<file path="src/rtl/regfile_ctrl_pkg.sv">
// Shared types and constants for the register-file port controller.
package regfile_ctrl_pkg;

  typedef enum logic [1:0] {INIT, IDLE, WAIT, ACK} rfc_state_t;

  localparam logic [4:0] XZR       = 5'd31;
  localparam logic [4:0] LAST_INIT = 5'd30;

endpackage

</file>
<file path="src/rtl/regfile_port_ctrl_if.sv">
// Pipeline, debug and regfile-side signals of the write port / read port 2 controller.
interface regfile_port_ctrl_if #(
  parameter int DW = 64,
  parameter int AW = 5
);

  logic          wb_en;
  logic [AW-1:0] wb_addr;
  logic [DW-1:0] wb_data;
  logic          rd2_free;
  logic [DW-1:0] rf_D2;

  logic          dbg_req;
  logic          dbg_we;
  logic [AW-1:0] dbg_addr;
  logic [DW-1:0] dbg_wdata;
  logic          dbg_ack;
  logic [DW-1:0] dbg_rdata;
  logic          dbg_stall_req;
  logic          init_busy;

  logic          rf_RegWrite;
  logic [AW-1:0] rf_Rd_write;
  logic [DW-1:0] rf_RegDataIn;
  logic          rf_rd2_ovr;
  logic [AW-1:0] rf_rd2_addr;

  modport slave (
    input  wb_en, wb_addr, wb_data, rd2_free, rf_D2,
    input  dbg_req, dbg_we, dbg_addr, dbg_wdata,
    output dbg_ack, dbg_rdata, dbg_stall_req, init_busy,
    output rf_RegWrite, rf_Rd_write, rf_RegDataIn, rf_rd2_ovr, rf_rd2_addr
  );

  modport master (
    output wb_en, wb_addr, wb_data, rd2_free, rf_D2,
    output dbg_req, dbg_we, dbg_addr, dbg_wdata,
    input  dbg_ack, dbg_rdata, dbg_stall_req, init_busy,
    input  rf_RegWrite, rf_Rd_write, rf_RegDataIn, rf_rd2_ovr, rf_rd2_addr
  );

endinterface

</file>
<file path="src/rtl/sat_counter.sv">
// Saturating up-counter with synchronous clear and an at-maximum flag.
module sat_counter #(
  parameter int          W   = 4,
  parameter int unsigned MAX = 15
) (
  input  logic         clk,
  input  logic         reset_n,
  input  logic         clr,
  input  logic         en,
  output logic [W-1:0] cnt,
  output logic         at_max
);

  assign at_max = (cnt == W'(MAX));

  always_ff @(posedge clk or negedge reset_n) begin
    if (!reset_n) begin
      cnt <= '0;
    end else if (clr) begin
      cnt <= '0;
    end else if (en && !at_max) begin
      cnt <= cnt + 1'b1;
    end
  end

endmodule

</file>
<file path="src/rtl/regfile_port_ctrl.sv">
// Write-port / read-port-2 sequencer: post-reset clear sweep, then writeback-priority
// sharing of the write port with a debug port, and opportunistic debug reads on port 2.
module regfile_port_ctrl
  import regfile_ctrl_pkg::*;
#(
  parameter int          DW        = 64,
  parameter int          AW        = 5,
  parameter bit          INIT_ZERO = 1'b1,
  parameter int unsigned MAX_WAIT  = 15
) (
  input  logic                clk,
  input  logic                reset_n,
  regfile_port_ctrl_if.slave  bus
);

  localparam int CW = $clog2(MAX_WAIT + 1);
  localparam rfc_state_t RST_STATE = INIT_ZERO ? INIT : IDLE;

  rfc_state_t    state, state_nx;
  logic [AW-1:0] init_idx;
  logic [CW-1:0] wait_cnt;
  logic          wait_at_max;
  logic          active, svc_ok, svc_now, rd_now;
  logic          cnt_en, cnt_clr, stall_set;

  always_comb begin
    active    = (state == IDLE) || (state == WAIT);
    svc_ok    = bus.dbg_we ? !bus.wb_en : bus.rd2_free;
    svc_now   = active && bus.dbg_req && svc_ok;
    rd_now    = svc_now && !bus.dbg_we;
    cnt_en    = (state == WAIT) && bus.dbg_req && !svc_ok;
    cnt_clr   = svc_now || (state == ACK) || ((state == WAIT) && !bus.dbg_req);
    stall_set = cnt_en && (wait_at_max || (wait_cnt == CW'(MAX_WAIT - 1)));
  end

  sat_counter #(
    .W   (CW),
    .MAX (MAX_WAIT)
  ) u_wait_cnt (
    .clk     (clk),
    .reset_n (reset_n),
    .clr     (cnt_clr),
    .en      (cnt_en),
    .cnt     (wait_cnt),
    .at_max  (wait_at_max)
  );

  always_comb begin
    state_nx         = state;
    bus.rf_RegWrite  = 1'b0;
    bus.rf_Rd_write  = '0;
    bus.rf_RegDataIn = '0;
    bus.rf_rd2_ovr   = 1'b0;
    bus.rf_rd2_addr  = '0;

    if (state == INIT) begin
      bus.rf_RegWrite = 1'b1;
      bus.rf_Rd_write = init_idx;
      if (init_idx == AW'(LAST_INIT)) state_nx = IDLE;
    end else begin
      // Writeback owns the port in every post-init state, ACK included.
      if (bus.wb_en) begin
        bus.rf_RegWrite  = (bus.wb_addr != AW'(XZR));
        bus.rf_Rd_write  = bus.wb_addr;
        bus.rf_RegDataIn = bus.wb_data;
      end else if (svc_now && bus.dbg_we) begin
        bus.rf_RegWrite  = (bus.dbg_addr != AW'(XZR));
        bus.rf_Rd_write  = bus.dbg_addr;
        bus.rf_RegDataIn = bus.dbg_wdata;
      end
      if (rd_now) begin
        bus.rf_rd2_ovr  = 1'b1;
        bus.rf_rd2_addr = bus.dbg_addr;
      end

      if (state == ACK)        state_nx = IDLE;
      else if (svc_now)        state_nx = ACK;
      else if (bus.dbg_req)    state_nx = WAIT;
      else                     state_nx = IDLE;
    end
  end

  always_ff @(posedge clk or negedge reset_n) begin
    if (!reset_n) begin
      state             <= RST_STATE;
      init_idx          <= '0;
      bus.init_busy     <= INIT_ZERO;
      bus.dbg_ack       <= 1'b0;
      bus.dbg_rdata     <= '0;
      bus.dbg_stall_req <= 1'b0;
    end else begin
      state         <= state_nx;
      bus.init_busy <= (state_nx == INIT);
      bus.dbg_ack   <= (state_nx == ACK);
      if (state == INIT) init_idx <= init_idx + 1'b1;
      if (rd_now) bus.dbg_rdata <= (bus.dbg_addr == AW'(XZR)) ? '0 : bus.rf_D2;
      if (cnt_clr)        bus.dbg_stall_req <= 1'b0;
      else if (stall_set) bus.dbg_stall_req <= 1'b1;
    end
  end

endmodule

</file>
<file path="src/flat_wrapper.sv">
// flat-port wrapper written by rule: the top's interface ports become plain ports
module regfile_port_ctrl_flat import regfile_ctrl_pkg::*;
#(
  parameter int          DW        = 64,
  parameter int          AW        = 5,
  parameter bit          INIT_ZERO = 1'b1,
  parameter int unsigned MAX_WAIT  = 15
)
  (clk, reset_n, bus_wb_en, bus_wb_addr, bus_wb_data, bus_rd2_free, bus_rf_D2, bus_dbg_req, bus_dbg_we, bus_dbg_addr, bus_dbg_wdata, bus_dbg_ack, bus_dbg_rdata, bus_dbg_stall_req, bus_init_busy, bus_rf_RegWrite, bus_rf_Rd_write, bus_rf_RegDataIn, bus_rf_rd2_ovr, bus_rf_rd2_addr);
  regfile_port_ctrl_if #(.DW(DW), .AW(AW)) bus_i ();
  input  logic clk;
  input  logic reset_n;
  input wire logic [$bits(bus_i.wb_en)-1:0] bus_wb_en;
  input wire logic [$bits(bus_i.wb_addr)-1:0] bus_wb_addr;
  input wire logic [$bits(bus_i.wb_data)-1:0] bus_wb_data;
  input wire logic [$bits(bus_i.rd2_free)-1:0] bus_rd2_free;
  input wire logic [$bits(bus_i.rf_D2)-1:0] bus_rf_D2;
  input wire logic [$bits(bus_i.dbg_req)-1:0] bus_dbg_req;
  input wire logic [$bits(bus_i.dbg_we)-1:0] bus_dbg_we;
  input wire logic [$bits(bus_i.dbg_addr)-1:0] bus_dbg_addr;
  input wire logic [$bits(bus_i.dbg_wdata)-1:0] bus_dbg_wdata;
  output wire logic [$bits(bus_i.dbg_ack)-1:0] bus_dbg_ack;
  output wire logic [$bits(bus_i.dbg_rdata)-1:0] bus_dbg_rdata;
  output wire logic [$bits(bus_i.dbg_stall_req)-1:0] bus_dbg_stall_req;
  output wire logic [$bits(bus_i.init_busy)-1:0] bus_init_busy;
  output wire logic [$bits(bus_i.rf_RegWrite)-1:0] bus_rf_RegWrite;
  output wire logic [$bits(bus_i.rf_Rd_write)-1:0] bus_rf_Rd_write;
  output wire logic [$bits(bus_i.rf_RegDataIn)-1:0] bus_rf_RegDataIn;
  output wire logic [$bits(bus_i.rf_rd2_ovr)-1:0] bus_rf_rd2_ovr;
  output wire logic [$bits(bus_i.rf_rd2_addr)-1:0] bus_rf_rd2_addr;
  assign bus_i.wb_en = bus_wb_en;
  assign bus_i.wb_addr = bus_wb_addr;
  assign bus_i.wb_data = bus_wb_data;
  assign bus_i.rd2_free = bus_rd2_free;
  assign bus_i.rf_D2 = bus_rf_D2;
  assign bus_i.dbg_req = bus_dbg_req;
  assign bus_i.dbg_we = bus_dbg_we;
  assign bus_i.dbg_addr = bus_dbg_addr;
  assign bus_i.dbg_wdata = bus_dbg_wdata;
  assign bus_dbg_ack = bus_i.dbg_ack;
  assign bus_dbg_rdata = bus_i.dbg_rdata;
  assign bus_dbg_stall_req = bus_i.dbg_stall_req;
  assign bus_init_busy = bus_i.init_busy;
  assign bus_rf_RegWrite = bus_i.rf_RegWrite;
  assign bus_rf_Rd_write = bus_i.rf_Rd_write;
  assign bus_rf_RegDataIn = bus_i.rf_RegDataIn;
  assign bus_rf_rd2_ovr = bus_i.rf_rd2_ovr;
  assign bus_rf_rd2_addr = bus_i.rf_rd2_addr;
  regfile_port_ctrl #(.DW(DW), .AW(AW), .INIT_ZERO(INIT_ZERO), .MAX_WAIT(MAX_WAIT)) u_core (.clk(clk), .reset_n(reset_n), .bus(bus_i));
endmodule
</file>
<file path="config.mk">
export PLATFORM = sky130hd
export DESIGN_NAME = regfile_port_ctrl_flat
export DESIGN_NICKNAME = d
export VERILOG_FILES = /design/src/rtl/regfile_ctrl_pkg.sv /design/src/rtl/regfile_port_ctrl_if.sv /design/src/rtl/sat_counter.sv /design/src/rtl/regfile_port_ctrl.sv /design/src/flat_wrapper.sv
export SDC_FILE = /design/constraint.sdc
export NUM_CORES = 1
export LEC_CHECK = 0
export CORE_AREA = 4 4 134 136
export CTS_CLUSTER_DIAMETER = 50
export DETAILED_ROUTE_END_ITERATION = 6
export DIE_AREA = 0 0 138 140
export PLACE_DENSITY = 0.78
export SYNTH_ARGS = -nofsm -noshare
export SYNTH_HDL_FRONTEND = slang
export SYNTH_SLANG_ARGS = --single-unit
export TNS_END_PERCENT = 20
</file>
<file path="constraint.sdc">
create_clock -name clk -period 1.9 [get_ports clk]
set_input_delay 0.285 -clock clk [delete_from_list [all_inputs] [get_ports clk]]
set_output_delay 0.285 -clock clk [all_outputs]
set_load 0.02 [all_outputs]
</file>
==> metrics.md <==
| Metric | Value |
|---|---|
| Run status | `finished, violations left` |
| Failing checks | `negative setup slack` |
| Largest net degree at the start of global routing | `65` |
| Clock network power share | `0.156` |
| Gpl congestion | `~0.84` |
| Cell taking the most area after synthesis | `dfrtp_1` |
| Setup WS post-layout | `-305 ps` |
| Number of fillers in the final layout | `1592` |
| Logic gate share of total power | `0.575` |
| Synth top area share | `0.447` |
| GRT Resource Usage Total | `0.194` |
| Number of remaining DRC errors | `0` |
| Register area | `a little under 2000 um^2` |
| Layout cells sized above 1 | `0.213` |
| Met1 usage | `0.218` |
| Antenna-violating nets left | `0` |
| Final wirelength | `around 20000 um` |
| Layout area overhead | `102%` |
| I/O Pins | `351` |
| Syn nets | `745` |
| Commonest non-fill, non-tap cell in the layout | `clkdlybuf4s50_1` |
| Number of antenna violations at the first check in global routing | `3` |
| Vias in the first global route | `5277` |
| R2r endpoint | `u_core.bus.dbg_rdata[0]` |
| Die area | `19300 um^2` |
| Commonest non-fill, non-tap cells in the layout | `clkdlybuf4s50_1, nand2_1, buf_4` |
| CTS Sinks | `between 70 and 80` |
| Row count | `48` |
| Buffer levels on the longest clock path | `2` |
| CTS tree | `built` |
| Setup CP Type | `reg2out` |
| Worst EP required | `1620 ps` |
| CTS clk-pin slew, worst paths | `70 ps` |
| Number of port buffers | `350` |
| Worst-Skew Late Latency | `about 330 ps` |
| Crit path max fanout | `7` |
| Unrepaired setup endpoints after global routing | `yes` |
| Max Freq | `0.454 GHz` |
| Period utilisation layout | `1.16` |
| Sequential area share after synthesis | `0.453` |
| Multi-input gate area | `2270 um^2` |
| Setup violations, final | `76` |
| PD cells | `approximately 1200 nW/um^2` |
| Tmin final | `2210 ps` |
| Switching part of the total power | `0.408` |
| Die width | `138 um` |
| Skew final | `6.48 ps` |
| Root buffer cell | `clkbuf_16` |
| Yosys warns | `0` |
| Starting DRT DRC Count | `~130` |
| Vias per cell | `4.64` |
| Leak | `approximately 3.7 nW` |
| Tightest Pin Transition | `648 ps` |
| Via count | `between 5000 and 6000` |
| GR peak layer | `met2` |
| Depth of the worst register-to-register path | `8` |
| Worst Path Arrival | `between 1500 and 2000 ps` |
| Critical Path Max Stage Delay | `390 ps` |
| P_int | `6.35 mW` |
| Final Core Density | `0.515` |
| Syn Std Cell Area | `4310 um^2` |
| Register-to-register setup slack | `between 100 and 150 ps` |
| GRT overflow | `0` |
| Clock buffers created by TritonCTS | `9` |
| Drt first pass iters | `4` |
| Final net count | `roughly 1100` |
| Cells after synthesis | `530` |
| DR WL/cell | `17.8 um` |
| Core ar. | `16900 um^2` |
| Cell Chain, Critical Path | `inv_2, ha_4, and3_4, buf_12, buf_12, a221oi_4, a21oi_2, buf_6` |
| Met2 usage | `0.340` |
| HPWL Detailed | `15300 um` |
| DP Worst Slack | `-675 ps` |
| Crit-path slowest cell | `dfrtp_1` |
| Crit-path most repeated cell | `buf_12` |
| Relative slew margins | `0.568` |
| Switching Power | `4.37 mW` |
| Final Slew Violations | `0` |
| Worst setup EP type | `output port` |
| HP Class | `in2async` |
| First-pass GRT wire length | `29600 um` |
| Fin. Hold Viols | `0` |
| Reg2Reg Launch Point | `u_core.state[0]` |
| Die Ht | `140 um` |
| Max_cap viols | `0` |
| M3 GR Usage | `0.0809` |
| Peak VDD IR | `0.000660 V` |
| Post-synthesis cell type count | `35` |
| Initial Util | `0.255` |
| FF+latch count, synth | `78` |
| Crit start category | `flop` |
| Part of the power in registers | `0.269` |
| CTS H-tree depth | `3` |
| Synth Area per Inst | `8.13 um^2` |
| Ranking of synthesized cells by area | `dfrtp_1, nand2_1, a22oi_1, nor2_1, o21ai_0` |
-- through the flow --
stage	instances	power, mW	instance area (um^2)	TNS [ps]	hold WS [ps]
after detailed placement	1100	8.90	8220	-48680	245
after CTS	1123	10.7	8610	-20130	444
after global routing	1126	11.4	8710	-24180	470
after floorplan	530	5.65	4310	0	-10.6
final	1128	10.7	8720	-17320	450
after global placement	1100	8.76	8220	-44330	248
-- what timing repair did --
action,in CTS,in global routing
buffers inserted,4,4
setup endpoints to repair,76,96
pin swaps,8,13
gates resized for setup,408,27
hold endpoints to repair,28,0
hold buffers,1,0
gates cloned,2,0
-- Yosys cell counts --
library cell and n:
dfstp_2 1, and4b_1 1, o21ai_0 39, a221oi_1 1, nor3_2 1, nand3b_1 1
nand2_1 137, inv_1 9, buf_6 8, xnor2_1 4, dfrtp_1 77, nor2_1 71
buf_1 1, a221o_1 1, nor4_1 1, a22oi_1 68, nor3_1 2, mux2i_1 1
a21oi_1 7, nand4_1 4, nor4_4 1, o2111ai_1 1, nand3_1 4, and3_1 4
ha_1 7, nor2b_4 1, buf_4 8, xor2_1 1, o21ai_1 31, a21bo_2 1
buf_2 7, o211ai_1 1, clkbuf_1 22, and2b_2 1, and2_1 5
-- final cells by class --
cell class / instances / share of cell area
clock inverter: 6 / 0.00603
antenna: 2 / 0.000574
inverter: 9 / 0.00387
sequential: 78 / 0.224
timing repair buffer: 401 / 0.446
multi-input combinational: 397 / 0.260
clock buffer: 10 / 0.0274
tap: 225 / 0.0323
-- routing by layer --
layer / up-vias / share of wire
met2: 220 / 0.49
met3: 30 / 0.10
met4: 2 / 0.021
met1: 2443 / 0.38
li1: 2541 / -
met5: - / 0.00035
-- critical path, delay by kind of cell, from the launching register on --
kind | cells | cell delay (ps)
AOI/OAI and AO/OA | 2 | 300
adders and majority gates | 1 | 210
buffers and inverters | 4 | 510
DFF | 1 | 390
and+or+nand+nor | 1 | 180
-- how the worst max path moves through the flow --
stage | endpoint | from | cells after the start | slack (ps)
finish | bus_rf_Rd_write[0] | u_core.state[1] | 8 | -310
global route | bus_rf_RegDataIn[19] | u_core.state[0] | 8 | -390
CTS | bus_rf_RegDataIn[30] | u_core.state[1] | 9 | -350
detailed placement | bus_rf_RegDataIn[33] | bus_dbg_we | 8 | -680
global placement | bus_rf_RegDataIn[63] | bus_dbg_we | 8 | -640
floorplan | bus_rf_Rd_write[0] | u_core.state[0] | 7 | 50
-- state kept, by name, indices dropped and copies added (netlist names) --
name and flops:
u_core.bus.dbg_stall_req 1, u_core.bus.init_busy 1, u_core.bus.dbg_ack 1, u_core.u_wait_cnt.cnt 4, u_core.state 2, u_core.bus.dbg_rdata 64
u_core.init_idx 5
-- power by group through the flow --
| stage | clock (mW) | combinational, mW | sequential (mW) |
|---|---|---|---|
| after floorplan | 0 | 1.90 | 3.75 |
| after global placement | 0 | 5.90 | 2.87 |
| after detailed placement | 0 | 5.99 | 2.91 |
| after CTS | 1.73 | 6.07 | 2.88 |
| after global routing | 1.79 | 6.58 | 2.98 |
| final | 1.67 | 6.16 | 2.88 |
-- logic make-up (layout without fill, tap and decap cells) --
family                   after synthesis  count (layout)  share of synthesized area
multiplexers                           1               1                    0.00232
AO/OA/AOI/OAI                        150             150                      0.218
AND/OR/NAND/NOR                      234             234                      0.225
adder cells (fa/ha/maj)                7               7                     0.0203
other                                  0               2                          0
XOR/XNOR                               5               5                     0.0102
flip-flops                            78              78                      0.453
buffers and inverters                 55             426                     0.0708
Note: power is estimated with default switching activity, not from simulation.
